$ cat src/rtl/sseg_scan_mux.sv
// sseg_scan_mux: multiplexed hex 7-segment scanner with frame-latched inputs, leading-zero blanking and PWM brightness
module sseg_scan_mux #(
  parameter int DIGITS      = 4,
  parameter int REFRESH_DIV = 100000
) (
  input  logic                  clk,
  input  logic                  reset,
  input  logic [4*DIGITS-1:0]   sw,
  input  logic [DIGITS-1:0]     dp_in,
  input  logic                  blank_lz,
  input  logic [3:0]            bright,
  output logic [DIGITS-1:0]     an,
  output logic [6:0]            sseg,
  output logic                  dp,
  output logic                  frame_tick
);
  localparam int TW = $clog2(REFRESH_DIV);
  localparam int IW = $clog2(DIGITS);
  localparam int K  = REFRESH_DIV / 16;
  localparam logic [6:0] HEX [16] = '{7'h40, 7'h79, 7'h24, 7'h30, 7'h19, 7'h12, 7'h02, 7'h78,
                                      7'h00, 7'h10, 7'h08, 7'h03, 7'h46, 7'h21, 7'h06, 7'h0E};
  logic [TW-1:0]       tick;
  logic [IW-1:0]       idx;
  logic [4*DIGITS-1:0] s_sw, e_sw;
  logic [DIGITS-1:0]   s_dp, e_dp;
  logic                s_blz, e_blz;
  logic [3:0]          s_br, e_br, nib;
  logic                frame, blank, lit;
  // In the frame-start cycle the shadows are being loaded, so the live inputs are used directly
  always_comb begin
    frame = tick == '0 && idx == '0;
    e_sw  = frame ? sw : s_sw;
    e_dp  = frame ? dp_in : s_dp;
    e_blz = frame ? blank_lz : s_blz;
    e_br  = frame ? bright : s_br;
    nib   = e_sw[4*idx +: 4];
    blank = e_blz && idx != '0 && (e_sw >> (4*idx)) == '0;
    lit   = !blank && (32'(tick) < (32'(e_br) + 1) * K);
  end
  always_ff @(posedge clk) begin
    if (!reset) begin
      tick       <= '0;
      idx        <= '0;
      s_sw       <= '0;
      s_dp       <= '0;
      s_blz      <= 1'b0;
      s_br       <= '0;
      an         <= '1;
      sseg       <= 7'h7F;
      dp         <= 1'b1;
      frame_tick <= 1'b0;
    end else begin
      tick <= tick == TW'(REFRESH_DIV - 1) ? '0 : tick + 1'b1;
      if (tick == TW'(REFRESH_DIV - 1))
        idx <= idx == IW'(DIGITS - 1) ? '0 : idx + 1'b1;
      if (frame) begin
        s_sw  <= sw;
        s_dp  <= dp_in;
        s_blz <= blank_lz;
        s_br  <= bright;
      end
      an         <= lit ? ~(DIGITS'(1) << idx) : '1;
      sseg       <= lit ? HEX[nib] : 7'h7F;
      dp         <= lit ? ~e_dp[idx] : 1'b1;
      frame_tick <= frame;
    end
  end
endmodule

$ cat config.mk
export PLATFORM = sky130hd
export DESIGN_NAME = sseg_scan_mux
export DESIGN_NICKNAME = d
export VERILOG_FILES = /design/src/rtl/sseg_scan_mux.sv
export SDC_FILE = /design/constraint.sdc
export NUM_CORES = 1
export LEC_CHECK = 0
export BUFFER_PORTS_ARGS = -buffer_cell sky130_fd_sc_hd__buf_2
export CORE_MARGIN = 5
export CORE_UTILIZATION = 28
export DETAILED_ROUTE_END_ITERATION = 8
export PLACE_DENSITY_LB_ADDON = 0.2
export SYNTH_ARGS = -nofsm -noshare
export SYNTH_HDL_FRONTEND = slang
export SYNTH_SLANG_ARGS = --single-unit
$ cat constraint.sdc
create_clock -name clk -period 12.95 [get_ports clk]
set_input_delay 2.59 -clock clk [delete_from_list [all_inputs] [get_ports clk]]
set_output_delay 2.59 -clock clk [all_outputs]
set_load 0.005 [all_outputs]
## Word level (Yosys, flattened, before mapping)

Memories as Yosys holds them, arrays and structs flattened. A register that Yosys moved wholly into a read port is not among the register bits.
Cells that the tools add are included.

- Add/sub/neg operators: 3
- Multiply operators: 1
- $lt $le $gt $ge: 2
- Equality and inequality tests: 2
- Shifts and indexed selects: 3
- Muxes and demuxes: 7
- Bitwise logic cells: 4
- Reduce and logical (&&, ||, !) cells: 12

Operators with widths:

| operator | count |
|---|---|
| less-than comparator 17 x 18 -> 1 bit | 1 |
| adder 17 x 1 -> 17 bit (second input constant) | 1 |
| equality test 17 bit (second input constant) | 1 |
| logical NOT 17 bit | 1 |
| multiplier 5 x 12 -> 17 bit (second input constant) | 1 |
| logical NOT 16 bit | 1 |
| 2-to-1 mux 16 bit | 1 |
| variable part select 16 x 5 -> 4 bit | 1 |
| >> shifter 16 x 4 -> 16 bit | 1 |
| 2-to-1 mux 4 bit | 2 |
| adder 4 x 1 -> 5 bit (second input constant) | 1 |
| inverter 4 -> 5 bit | 1 |
| logical AND 1 bit | 4 |
| inverter 4 bit | 1 |
| << shifter 1 x 2 -> 4 bit (first input constant) | 1 |
| less-than comparator 2 x 3 -> 1 bit (second input constant) | 1 |
| adder 2 x 1 -> 2 bit (second input constant) | 1 |
| binary-select mux 1 bit (select 2 bit) | 1 |
| equality test 2 bit (second input constant) | 1 |
| logical NOT 1 bit | 2 |
| logical NOT 2 bit | 1 |
| 2-to-1 mux 1 bit | 2 |
| 2-to-1 mux 2 bit | 1 |
| inverter 1 bit | 2 |
| 3 further kinds | 3 |

- Flip-flop bits (word level): 50
- ROM bits: 112
- Input port bits: 27
- Memories kept: 1

Memory list:

| name | depth | bits a word | read ports | clocked after memory_dff | wr ports | line | text |
|---|---|---|---|---|---|---|---|
| (no name shown) | 16 | 7 | 1 | 1 | 0 | 63 | `sseg <= lit ? HEX[nib] : 7'h7F;` |

## Longest topological paths before layout

Gate-level depths: netlist of the first run.

- Word-level depth: 10
- Mapped depth: 33

## Worst setup path before layout of the first run

No wires, ideal clock.

- Path type: input to register
- From: in bright[0]
- To: reg sseg[5]
- Data arrival time: 8099 ps
- Required time: 12816 ps
- Setup slack: 4716 ps
- Stages: 26
- Buffers on the path: 1
- Cell sequence: mux2i_1 > inv_1 > ha_1 > xnor2_1 > ha_1 > xor2_1 > ha_1 > ha_1 > ha_1 > a21o_1 > a21oi_1 > o21bai_1 > a21o_1 > a21oi_1 > o21ai_0 > a21oi_1 > xor2_1 > ha_1 > and4_1 > o2111ai_1 > nor2_1 > or3_1 > o32ai_1 > o31a_1 > buf_2 > o221ai_1

- Word-level cells in the longest chain between the ends: 7

Ends and longest elaborated chain:

| element | line | text |
|---|---|---|
| from (decl) | 11 | `input logic [3:0] bright,` |
| 2-to-1 mux 4 bit | - |  |
| via e_br[0] | 27 | `logic [3:0] s_br, e_br, nib;` |
| adder 4 x 1 -> 5 bit | 38 | `lit = !blank && (32'(tick) < (32'(e_br) + 1) * K);` |
| multiplier 5 x 12 -> 17 bit | 38 |  |
| less-than comparator 17 x 18 -> 1 bit | 38 |  |
| logical AND 1 bit | 38 |  |
| AND reduction 2 bit (no line) | - |  |
| logical NOT 1 bit (no line) | - |  |
| to (decl) | 13 | `output logic [6:0] sseg,` |

The timed path passes the listed nets, and every way through them passes these cells.
A chain may end at the register's enable or synchronous reset.

## Worst setup path in the final report of the first run

Ends and elaborated chain as after synthesis.

==> metrics, run 1 <==
outcome complete, no violations; Syn. warnings 0; Synth cell types 51; Final Hold Fails 0; WHS 0.471 ns; type of the worst min-delay path reg -> reg; post-DP HPWL 7170 microns; Slew @ Worst Pin 1.02 ns; post-route cell area 0.00444 sq mm; Initial Utilization 28.6%; critical setup path kind in -> reg; I/O Pins 40; Crit Path Max Fanout 11; TritonRoute pass-1 iters 4; area grow syn2layout 17.2%; fin crit share 66.2%; Synthesized Nets 486; Synth area leaders dfxtp_1 (30%), ha_1 (20%), mux2i_1 (8.7%), nor2_1 (5.5%), mux4_2 (4.2%); GRT Overall Usage 12.1%; Reg2Reg Depth 31; DR vias 2,939; fillers 1,418; final setup violation count 0; Pwr Density 147 mW/mm^2; Die Ht 126 microns; top_reg_cell synth dfxtp_1; gpl congestion 0.783; fin crit period 8.57 ns; row count 42; htree depth 3; Worst Setup SP bright[0]; Resized cells post-CTS 0; flop and latch count out of synthesis 57; CTS tree built; R2R setup slack 4.65 ns; vias in the first global route 3,081; Clock transition at path regs 0.05 ns; DRT Wirelength 9090 microns; violation count after the first detailed-route iteration 181; placed standard-cell area 0.00415 sq mm; antenna diode count 0; Max Root-Sink Buffers 2; synthesized area 0.00378 sq mm; post-DR wirelength/cell 14.6 microns; Arr. time, crit path 8.74 ns; Worst EP required 13.11 ns; Leak 2.09 nW; multi-input logic area 0.00249 sq mm; asr flop ratio synth 0%; I/O Buffers 39; total negative slack 0 ns; r2r endpoint sseg[5]; max-slew headroom at the worst pin 31.7%; die area 0.0159 sq mm; clk_skew 0.00984 ns; Antenna Nets Post-Route 0; largest net degree at the start of global routing 34; most common cell in the netlist ha_1; Startpoint Class input pin; initial antenna violation count 0; register area share after synthesis 30.2%; cts bufs inserted 9; commonest cells in the netlist ha_1 (59), dfxtp_1 (57), nor2_1 (55), mux2i_1 (33), inv_1 (22); end of the critical path sseg[5]; register area 0.00114 sq mm; Post-route DRC 0; syn avg cell area 9.48 sq um; origin of the critical flop-to-flop path idx[0]; clock latency on the worst-skew pair 0.33 ns; final net count 528; post-synth top area share 30.2%; root buf cell clkbuf_16; Max VDD drop 0.0000638 V; first-pass GRT wire length 15,600 microns; CTS Sinks 57; Max Slew Vio Count 0; post-DR vias/cell 4.73; cell accounting for the most synthesized area dfxtp_1; Post-synth EDFFs 0; total gr overflow 0; RSZ-0062 raised after global routing false; fmax 0.117 GHz; Die W 126 microns; Synth Instances 399; maxcap violations 0; Setup Buffers After CTS 0; CTS Hold Bufs 0; Critical Path End Type flop; core box area 0.0132 sq mm; layout cell share with drive strength beyond 1 15.9%
-- cell usage in the layout (no fill, tap or decap), types with 2 or more instances in the layout --
cell type,count
a21o_1,11
a21oi_1,10
a22oi_1,2
a31oi_1,2
and2_1,3
buf_2,39
buf_4,2
clkbuf_16,9
clkbuf_8,2
clkinvlp_4,3
dfxtp_1,57
ha_1,59
inv_1,22
mux2_2,2
mux2i_1,33
mux4_2,7
nand2_1,18
nand2b_1,2
nand3_1,10
nand4_1,5
nor2_1,55
nor2b_1,3
nor3_1,9
nor3b_1,2
nor4_1,10
o21ai_0,9
o21bai_1,2
o221ai_1,2
o311ai_1,2
or3_1,3
xnor2_1,14
xor2_1,14
-- logic make-up after synthesis --
| family | Yosys count | share of synthesized area, % |
|---|---|---|
| AOI/OAI and AO/OA | 49 | 8.93 |
| xor gates and xnor gates | 28 | 6.48 |
| adders and majority gates | 60 | 20.0 |
| buffers and inverters | 34 | 4.03 |
| DFF | 57 | 30.2 |
| muxes | 42 | 13.5 |
| and+or+nand+nor | 129 | 16.9 |
-- per-layer routing --
layer / track usage, % / share of wire (%)
met1: 16.7 / 51
met3: 3.26 / 3.0
met2: 18.5 / 45
met4: 3.66 / 1.1
met5: 0 / 0
-- metrics by stage --
stage | util (%) | cells | setup WS, ns | total power (W)
global route | 33.5 | 622 | 3.88 | 0.000709
global placement | 31.3 | 606 | 4.27 | 0.000436
CTS | 33.5 | 622 | 4.36 | 0.000667
floorplan | - | 399 | 4.72 | 0.000378
finish | 33.5 | 622 | 4.38 | 0.000654
detailed placement | 31.3 | 606 | 4.05 | 0.000439
-- critical path, stage by stage --
cell and delay (ns):
buf_2 0.08, mux2i_1 0.05, buf_4 0.20, inv_1 0.13
ha_1 0.20, nor3b_1 0.55, ha_1 0.31, xor2_1 0.18
ha_1 0.25, ha_1 0.28, ha_1 0.33, a21o_1 0.19
a21oi_1 0.23, o21bai_1 0.09, a21o_1 0.21, a21oi_1 0.22
o21ai_0 0.13, a21oi_1 0.19, xor2_1 0.17, ha_1 0.26
and4_1 0.15, o2111ai_1 0.14, nor2_1 0.10, or3_1 0.35
o32ai_1 0.45, o31a_1 0.51, o221ai_1 0.21
-- where the power goes --
group / internal, W / switching [W]
Clock: 0.000139 / 0.0000822
Combinational: 0.000105 / 0.000133
Sequential: 0.000189 / 0.00000519
-- final cells by class --
class / count / share of cell area [%]
clock inverters: 4 / 0.621
flip-flops and latches: 57 / 25.7
clock buffers: 12 / 5.78
multi-input cells: 308 / 56.1
repair buffers: 41 / 4.74
inverters: 24 / 2.03
well taps: 176 / 4.96
-- how the worst min path moves through the flow --
stage                        from      end  slack [ns]  cells after the start
after floorplan           tick[0]  tick[0]        0.43                      1
after global placement    tick[0]  tick[0]        0.45                      1
after detailed placement  tick[0]  tick[0]        0.47                      1
after CTS                 tick[0]  tick[0]        0.48                      1
after global routing      s_sw[6]  s_sw[6]        0.54                      2
final                     tick[0]  tick[0]        0.47                      1
-- state kept, by name (all words and copies together) (netlist names) --
register	flops
tick	17
s_sw	16
sseg	7
an	4
s_br	4
s_dp	4
idx	2
dp	1
frame_tick	1
s_blz	1
Note: power is estimated with default switching activity, not from simulation.
==> run 2: changes to the inputs <==
==> constraint.sdc (replaced) <==
create_clock -name clk -period 8.1 [get_ports clk]
set_input_delay 1.62 -clock clk [delete_from_list [all_inputs] [get_ports clk]]
set_output_delay 1.62 -clock clk [all_outputs]
set_load 0.005 [all_outputs]
==> run 2 against run 1 <==
  * Non-clock buffer count up 4
  * Worst setup slack worse by 3.7 ns
  * Sequential power is 60% higher
  * Wire length up 0.56%
  * Cell count is 0.64% higher
  * Design area up 1.2%
  * Largest cell class unchanged
==> metrics, run 2 (synthesized netlist as in run 1, its figures left out) <==
fmax 0.135 GHz; die area 0.0159 sq mm (unchanged); post-DR vias/cell 4.73 (+0.10%); Worst EP required 8.28 ns (-4.83 ns); Resized cells post-CTS 0 (unchanged); htree depth 3 (unchanged); fin crit share 91.4%; post-DP HPWL 7290 microns (+1.7%); Die W 126 microns (unchanged); Initial Utilization 28.6% (unchanged); gpl congestion 0.795 (+1.5%); total gr overflow 0 (unchanged); largest net degree at the start of global routing 32 (-5.9%); type of the worst min-delay path reg -> reg; max incr delay on CP 0.59 ns (+0.04 ns); Final Hold Fails 0 (unchanged); GRT Overall Usage 11.9% (-0.17 points); CTS Sinks 57 (unchanged); commonest non-fill, non-tap cell in the layout ha_1; final setup violation count 0 (unchanged); CP max stage cell or4_4; most frequent cells in the layout ha_1 (59), dfxtp_1 (57), nor2_1 (55), buf_2 (39), mux2i_1 (33); first-pass GRT wire length 15,300 microns (-2.0%); total negative slack 0 ns (unchanged); initial antenna violation count 0 (unchanged); Die Ht 126 microns (unchanged); family with the most delay on the worst path compound AO/OA/AOI/OAI gates; Leak 2.12 nW (+1.6%); fin crit period 7.40 ns; critical setup path kind reg -> reg; final std cells w/o fill 626 (+0.64%); cts bufs inserted 9 (unchanged); fillers 1,410 (-0.56%); Startpoint Class flop; CTS tree built; area grow syn2layout 18.6%; RSZ-0062 raised after global routing false; final core occ 33.9% (+0.40 points); clock latency on the worst-skew pair 0.33 ns (about the same); row count 42 (unchanged); Post-route DRC 0 (unchanged); Max Slew Vio Count 0 (unchanged); Crit Path Max Fanout 11 (unchanged); Clock transition at path regs 0.06 ns (about the same); I/O Pins 40 (unchanged); CTS Hold Bufs 0 (unchanged); Total Power 0.00108 W (+65%); Arr. time, crit path 7.58 ns (-1.16 ns); Placed Cells 610 (+0.66%); vias in the first global route 3,046 (-1.1%); WHS 0.469 ns (-0.00185 ns); clk_skew 0.00834 ns (-0.00150 ns); Max VDD drop 0.0000899 V (+41%); Regs by FF count tick x17, s_sw x16, sseg x7; DR vias 2,961 (+0.75%); Biggest register tick; max-slew headroom at the worst pin 30.5% (-1.1 points); max reg flops 17 (unchanged); Pwr Density 240 mW/mm^2 (+63%); violation count after the first detailed-route iteration 173 (-4.4%); Buf+Inv Stages, Crit Path 2 (-1); root buf cell clkbuf_16; Slew @ Worst Pin 1.04 ns (+0.0169 ns); Critical Path End Type flop; Antenna Nets Post-Route 0 (unchanged); layout cell share with drive strength beyond 1 16.9% (+0.97 points); DRT Wirelength 9140 microns (+0.56%); final net count 532 (+0.76%); Setup Buffers After CTS 0 (unchanged); core box area 0.0132 sq mm (unchanged); post-DR wirelength/cell 14.6 microns (about the same); CP dominant cell by count ha_1; Max Root-Sink Buffers 2 (unchanged); outcome complete, no violations; antenna diode count 0 (unchanged); maxcap violations 0 (unchanged); I/O Buffers 39 (unchanged); TritonRoute pass-1 iters 4 (unchanged)
==> run 2: final cells by class <==
cell class | count | area (sq um) | area share (%)
inverter | 24 | 90.1 | 2.01
timing repair buffer | 45 | 240 | 5.35
clock inverter | 6 | 67.6 | 1.51
tap | 176 | 220 | 4.91
clock buffer | 10 | 239 | 5.32
multi-input combinational | 308 | 2490 | 55.5
sequential | 57 | 1140 | 25.4
==> run 2: final timing paths <==
path | from | endpoint | slack (ns) | cells after the start
worst max-delay path | tick[9] | sseg[6] | 0.70 | 28
worst min-delay path | tick[0] | tick[0] | 0.47 | 1
worst max register to register | tick[9] | sseg[6] | 0.70 | 28
worst min register to register | tick[0] | tick[0] | 0.47 | 1
==> run 2: stage by stage <==
step                      setup slack (ns)  cell area [sq um]
final                                0.697               4490
after floorplan                      0.836               3780
after CTS                            0.611               4490
after detailed placement             0.488               4180
after global routing                0.0861               4490
after global placement               0.643               4180
==> run 2: report_power, final <==
part / leakage (nW) / switching (W) / total [W] / internal [W]
combinational: 1.51 / 0.000216 / 0.000387 / 0.000171
sequential: 0.468 / 0.00000826 / 0.000310 / 0.000302
clock: 0.145 / 0.000134 / 0.000381 / 0.000246
==> run 2: metal layers <==
layer | up-vias | GRT usage (%) | routed length (microns)
met5 | - | 0 | 0
met4 | 0 | 4.35 | 102
met3 | 7 | 2.33 | 355
met2 | 51 | 18.6 | 4030
met1 | 1390 | 16.4 | 4650
li1 | 1513 | - | -
